File: config.mk
export PLATFORM = sky130hd
export DESIGN_NAME = mult_div_unit
export DESIGN_NICKNAME = d
export VERILOG_FILES = /design/src/rtl/mult_div_unit.sv
export SDC_FILE = /design/constraint.sdc
export NUM_CORES = 1
export LEC_CHECK = 0
export CAP_MARGIN = 20
export CORE_AREA = 2 2 221 223
export DETAILED_ROUTE_END_ITERATION = 10
export DIE_AREA = 0 0 223 225
export GPL_ROUTABILITY_DRIVEN = 0
export REMOVE_ABC_BUFFERS = 1
export SYNTH_ARGS = -nofsm -noshare
export SYNTH_HDL_FRONTEND = slang
export SYNTH_SLANG_ARGS = --single-unit
File: constraint.sdc
create_clock -name clock -period 3.9 [get_ports clock]
set_clock_uncertainty 0.1 [all_clocks]
set_input_delay 0.78 -clock clock [delete_from_list [all_inputs] [get_ports clock]]
set_output_delay 0.78 -clock clock [all_outputs]
set_load 0.01 [all_outputs]
File: src/rtl/mult_div_unit.sv
// rtl/mult_div_unit.sv - multi-cycle mult/multu/div/divu unit with HI/LO registers
// Radix-2 shift-add multiply and restoring divide, one bit per cycle, plus mthi/mtlo.
module mult_div_unit #(
  parameter int WIDTH = 32
) (
  input  logic             clock,
  input  logic             reset,
  input  logic             start,
  input  logic [1:0]       op,
  input  logic [WIDTH-1:0] inA,
  input  logic [WIDTH-1:0] inB,
  input  logic             flush,
  input  logic             hi_we,
  input  logic             lo_we,
  input  logic [WIDTH-1:0] wdata,
  output logic             busy,
  output logic             done,
  output logic             div_by_zero,
  output logic [WIDTH-1:0] hi,
  output logic [WIDTH-1:0] lo
);

  localparam int CW = $clog2(WIDTH) + 1;
  localparam logic [1:0] S_IDLE = 2'd0;
  localparam logic [1:0] S_RUN  = 2'd1;
  localparam logic [1:0] S_DONE = 2'd2;
  localparam logic [CW-1:0] LAST = CW'(WIDTH);
  localparam logic [CW-1:0] ONE  = CW'(1);

  logic [1:0]         state;
  logic [CW-1:0]      count;
  logic [2*WIDTH-1:0] acc;
  logic [WIDTH-1:0]   b_mag;
  logic [WIDTH-1:0]   a_orig;
  logic               is_div;
  logic               neg_res;
  logic               neg_rem;
  logic               b_zero;

  logic               a_neg, b_neg;
  logic [WIDTH-1:0]   a_abs, b_abs;
  logic [WIDTH:0]     mul_sum;
  logic [WIDTH:0]     trial, diff;
  logic [2*WIDTH-1:0] mul_next, div_next, prod;
  logic [WIDTH-1:0]   quo, rmd;

  assign busy = (state == S_RUN);
  assign done = (state == S_DONE);

  always_comb begin
    a_neg = ~op[0] & inA[WIDTH-1];
    b_neg = ~op[0] & inB[WIDTH-1];
    a_abs = a_neg ? -inA : inA;
    b_abs = b_neg ? -inB : inB;

    // acc low half holds the operand being consumed (multiplier / dividend bits)
    mul_sum  = {1'b0, acc[2*WIDTH-1:WIDTH]} + (acc[0] ? {1'b0, b_mag} : '0);
    mul_next = {mul_sum, acc[WIDTH-1:1]};

    // acc high half is the partial remainder; a borrow in diff[WIDTH] means restore
    trial    = {acc[2*WIDTH-1:WIDTH], acc[WIDTH-1]};
    diff     = trial - {1'b0, b_mag};
    div_next = diff[WIDTH] ? {trial[WIDTH-1:0], acc[WIDTH-2:0], 1'b0}
                           : {diff[WIDTH-1:0], acc[WIDTH-2:0], 1'b1};

    prod = neg_res ? -acc : acc;
    quo  = neg_res ? -acc[WIDTH-1:0] : acc[WIDTH-1:0];
    rmd  = neg_rem ? -acc[2*WIDTH-1:WIDTH] : acc[2*WIDTH-1:WIDTH];
  end

  always_ff @(posedge clock or negedge reset) begin
    if (!reset) begin
      state       <= S_IDLE;
      count       <= '0;
      acc         <= '0;
      b_mag       <= '0;
      a_orig      <= '0;
      is_div      <= 1'b0;
      neg_res     <= 1'b0;
      neg_rem     <= 1'b0;
      b_zero      <= 1'b0;
      div_by_zero <= 1'b0;
      hi          <= '0;
      lo          <= '0;
    end else begin
      case (state)
        S_IDLE, S_DONE: begin
          if (start) begin
            state   <= S_RUN;
            count   <= '0;
            acc     <= {{WIDTH{1'b0}}, a_abs};
            b_mag   <= b_abs;
            a_orig  <= inA;
            is_div  <= op[1];
            neg_res <= a_neg ^ b_neg;
            neg_rem <= a_neg;
            b_zero  <= (inB == '0);
          end else begin
            state <= S_IDLE;
            if (hi_we) hi <= wdata;
            if (lo_we) lo <= wdata;
          end
        end
        S_RUN: begin
          if (flush) begin
            state <= S_IDLE;
          end else if (count == LAST) begin
            // final cycle: sign fix-up and result write
            state       <= S_DONE;
            div_by_zero <= is_div & b_zero;
            if (!is_div) begin
              hi <= prod[2*WIDTH-1:WIDTH];
              lo <= prod[WIDTH-1:0];
            end else if (b_zero) begin
              hi <= a_orig;
              lo <= '1;
            end else begin
              hi <= rmd;
              lo <= quo;
            end
          end else begin
            count <= count + ONE;
            acc   <= is_div ? div_next : mul_next;
          end
        end
        default: state <= S_IDLE;
      endcase
    end
  end

endmodule

Word-level counts from Yosys, hierarchy flattened
Cells that the tools add are included.
{ "totals": {"register_bits": 205, "wordCells": 80, "out_inout_bits": 67, "input_bits": 104} }
{ "classes": {"n_reduce_logical": 9, "addsub": 8, "eq_ne": 11, "bitwise_logic": 6, "n_mux": 34} }
{ "ops": {"columns": ["operator", "count"], "rows": [
  ["32-bit 2-to-1 mux", 17],
  ["64-bit 2-to-1 mux", 6],
  ["32-bit negator", 4],
  ["32-bit case mux with 2 select lines", 2],
  ["64-bit case mux with 2 select lines", 1],
  ["64-bit negator", 1],
  ["32-bit by 32-bit adder with 33-bit output", 1],
  ["33-bit by 32-bit subtractor with 33-bit output", 1],
  ["32-bit logical NOT", 1],
  ["6-bit 2-to-1 mux", 3],
  ["2-bit inequality test (second input constant)", 6],
  ["6-bit case mux with 2 select lines", 1],
  ["5-bit AND reduction", 2],
  ["6-bit by 1-bit adder with 6-bit output (second input constant)", 1],
  ["6-bit == test (second input constant)", 1],
  ["2-bit 2-to-1 mux", 2],
  ["2-bit case mux with 2 select lines", 1],
  ["4-bit AND reduction", 1],
  ["1-bit AND", 3],
  ["3-bit by 2-bit inequality test with 1-bit output (second input constant)", 1],
  ["3-bit AND reduction", 1],
  ["2-bit by 1-bit == test with 1-bit output (second input constant)", 1],
  ["2-bit == test (second input constant)", 1],
  ["2-bit logical NOT", 1],
  ["7 further kinds", 8]
]} }

Logic depth before layout (Yosys ltp)
{ "depth": {"word_depth": 7, "depth_mapped": 14} }

Worst setup path after synthesis
Ideal clock, no wire load.
{ "synth_path": {"kind": "reg2reg", "start": "register acc[31]", "end": "register acc[35]", "n_path_buf": 2, "period_less_slack_ns": 3.581, "setup_slack_ns": 0.319, "stages_incl_launch_ff": 15, "arrival_time_ns": 3.348, "cell_sequence": "dfrtp_1 > inv_1 > ha_1 > fa_1 > nand2b_1 > a21o_1 > a2111oi_0 > nor3_1 > o21a_1 > o21a_1 > clkbuf_1 > nor2_1 > buf_2 > mux2i_1 > o21ai_0"} }
{ "synth_between": {"elab_chain_cells": 6} }
{ "synth_lines": {"columns": ["element", "line", "rtl"], "rows": [
  ["start: declaration", "32", "logic [2*WIDTH-1:0] acc;"],
  ["start signal: assignment", "91", "acc <= {{WIDTH{1'b0}}, a_abs};"],
  ["start signal: assignment", "123", "acc <= is_div ? div_next : mul_next;"],
  ["33-bit by 32-bit subtractor with 33-bit output", "62", "diff = trial - {1'b0, b_mag};"],
  ["64-bit 2-to-1 mux", "63", "div_next = diff[WIDTH] ? {trial[WIDTH-1:0], acc[WIDTH-2:0], 1'b0}"],
  ["64-bit 2-to-1 mux", "123", null],
  ["64-bit 2-to-1 mux", "107", "end else if (count == LAST) begin"],
  ["64-bit 2-to-1 mux", "105", "if (flush) begin"],
  ["64-bit case mux with 2 select lines", "86", "case (state)"]
]} }
No other way between the ends. The select of a mux whose other input is x is not followed.
A chain may end at the register's enable or synchronous reset.

Final worst setup path
{ "layout_path": {"start": "register acc[0]", "end": "register acc[62]"} }
{ "layout_between": {"elab_chain_cells": 6} }
{ "layout_lines": {"columns": ["element", "line", "rtl"], "rows": [
  ["32-bit 2-to-1 mux", "57", "mul_sum = {1'b0, acc[2*WIDTH-1:WIDTH]} + (acc[0] ? {1'b0, b_mag} : '0);"],
  ["32-bit by 32-bit adder with 33-bit output", "57", null],
  ["64-bit 2-to-1 mux", "123", null],
  ["64-bit 2-to-1 mux", "107", null],
  ["64-bit 2-to-1 mux", "105", null],
  ["64-bit case mux with 2 select lines", "86", null]
]} }
No other way between the ends. The select of a mux whose other input is x is not followed.

==> reports/metrics.yaml <==
status: "finished, final reports clean"
critPathTopFamily: "compound AO/OA/AOI/OAI gates"
worstPathCellList: "inv_1, nor2_1, ha_1, or3_1, a211oi_1, nand3b_1, o21ai_0, a31oi_1, o21ai_0, a21oi_1, xor2_1, o221ai_1"
swShare_pct: 47.0
drt-total-wl_mm: 59.4
grt_pass1_wl_mm: 91.9
synth.cell_area_um2: 16500
rows: 80
mostFrequentLayoutCells: "305 x nand2_1, 274 x o21ai_0, 204 x dfrtp_1"
clock.fmax_mhz: 268
fp.dieW_um: 223
drt-initial-drc-count: 1515
p_seq_share_pct: 24.0
crit_top_cell: "o21ai_0"
leakage_nw: 8.58
rsz0062_at_grt: "true"
cts_buffers: 26
post_cts_buffers: 0
grt.overflow.total: 0
grt_max_degree: 90
core_area_um2: 47500
place_area_um2: 19400
cp-start-kind: "register"
root_buffer: "clkbuf_16"
synth_cells: 2158
fillCellCount: 4781
start_util_pct: 34.7
post-route-cell-area_um2: 20300
slowest_delay_ns: 0.43
crit_required_ns: 4.19
avgSynthCellArea_um2: 7.65
clockBufferDepth: 3
clock_latency_ns: 0.57
holdWs_ns: 0.132
cts_tree: "done"
ys.flop_type: "dfrtp_1"
p_int_mw: 7.81
pwr_density_cell_nw_per_um2: 726
via_per_inst: 5.68
yosysWarnings: 0
portBuffers: 170
mostFrequentLayoutCell: "nand2_1"
route.detailed.drc: 0
netSwitchingPower_mw: 6.92
crit_path_end_kind: "register"
htree_num_levels: 1
hold_violations: 0
ant_nets: 0
area_growth_pct: 22.8
synth_edf_count: 0
first_global_vias: 16347
p_comb_share_pct: 59.4
critPathArrivalTime_ns: 4.02
synth-async-reset-ratio_pct: 100
clkPwrFrac_pct: 16.6
diodes: 0
peakVddDrop_mv: 0.347
hold_path.class: "in -> async"
cts_sinks: 205
path_class: "reg -> reg"
period_needed_ns: 3.73
synth_seq_cells: 205
path_clk_slew_ns: 0.06
track_usage_pct: 23.1
dp_hpwl_mm: 44.8
drv_slew: 0
crit_path_max_fanout: 7
wl_per_cell_um: 20.1
fin_crit_sh_pct: 95.5
dieArea_um2: 50200
path_buf_inv: 1
slew_headroom_pct: 49.3
cap_violations: 0
io_pins: 171
die_y_um: 225
worst_pin_slew_ns: 0.751
drive_gt1_share_pct: 7.67
via_count: 16826
ys_seq_area_share_pct: 31.1
synth_cell_types: 70
total_power_mw: 14.7
antenna_found_initial: 0
cp_slowest_cell: "dfrtp_1"
nets: 2507
holdBufCountCts: 0
setup_viol: 0
drt_pass1_iterations: 5
[Yosys cell counts, types with 15 or more instances]
library cell	instances	area share (%)
a22oi_1	23	1.0
nand2_1	305	6.9
nand4_1	23	0.87
or3_1	21	0.80
a21oi_1	168	5.1
a31oi_1	28	1.1
clkbuf_1	114	2.6
dfrtp_1	205	31
mux2i_1	64	3.9
inv_1	72	1.6
xor2_1	58	3.1
nand2b_1	25	0.95
buf_1	18	0.41
o31ai_1	21	0.96
ha_1	70	5.3
nor3_1	63	1.9
nand3_1	29	0.88
a21o_1	24	1.1
o21ai_0	275	8.3
nor2_1	173	3.9
a211oi_1	15	0.68
xnor2_1	111	5.9
o22ai_1	44	1.7
[metrics by stage]
stage	utilization [%]	setup WS (ns)	setup TNS (ns)	cells
final	42.6	0.174	0	2963
after global routing	42.6	-0.0449	-0.0449	2963
after CTS	42.6	0.154	0	2963
after detailed placement	40.8	0.121	0	2918
after global placement	40.8	0.0815	0	2918
after floorplan	-	-4.06	-235.71	2022
[flip-flops by register name, summed over array words and instances (netlist names), 2 cells and up]
name,flops
acc,64
a_orig,32
b_mag,32
hi,32
lo,32
count,6
state,2
[what timing repair did]
| action | 4_1_cts | 5_1_grt |
|---|---|---|
| endpoints found under the setup margin | 0 | 26 |
| gates resized for setup | 0 | 3 |
| hold endpoints to repair | 0 | 0 |
[cell families (layout without fill, tap and decap cells)]
group           after synthesis  after routing  share of synthesized area (%)
compound gates              702            702                           25.3
xor+xnor                    169            169                           8.97
fa+ha+maj                    72             72                           5.55
buf+inv                     212            402                           4.89
flops                       205            205                           31.1
mux                          66             66                           4.02
simple gates                732            732                           20.2
[area by class of cell]
type	count	area [um^2]	share of cell area [%]
Tap cell	615	769	3.80
Timing Repair Buffer	281	2620	12.9
Inverter	76	285	1.41
Clock buffer	40	753	3.72
Clock inverter	5	93.8	0.463
Sequential cell	205	5130	25.3
Multi-Input combinational cell	1741	10600	52.4
[power by group through the flow]
stage	combinational (mW)	clock, mW	sequential (mW)
2_1_floorplan	5.42	0	3.58
3_3_place_gp	8.41	0	3.53
3_5_place_dp	8.52	0	3.56
4_1_cts	8.57	2.49	3.52
5_1_grt	9.54	2.58	3.63
6_report	8.74	2.45	3.53
[worst reg2reg max path: stages, from the launching register on]
cell and delay, ns:
dfrtp_1 0.43, inv_1 0.28, nor2_1 0.10, ha_1 0.20, or3_1 0.37, a211oi_1 0.38, nand3b_1 0.21, o21ai_0 0.19
a31oi_1 0.43, o21ai_0 0.23, a21oi_1 0.29, xor2_1 0.20, o221ai_1 0.14
[per-layer routing]
metal	wire length [um]	vias up	GRT usage (%)
li1	-	8056	-
met1	26000	7953	30.9
met2	27300	692	38.5
met3	4000	125	2.72
met4	2100	0	8.31
met5	0	-	0
[worst paths after layout]
| kind | to | slack, ns | start | cells past startpoint |
|---|---|---|---|---|
| max | acc[62] | 0.17 | acc[0] | 12 |
| min | lo[7] | 0.13 | reset | 1 |
| max reg2reg | acc[62] | 0.17 | acc[0] | 12 |
| min reg2reg | lo[15] | 0.38 | lo[15] | 2 |
| max in group asynchronous | acc[52] | 2.59 | reset | 2 |
| min in group clock | lo[15] | 0.38 | lo[15] | 2 |
Power figures use the tool's default switching activity.
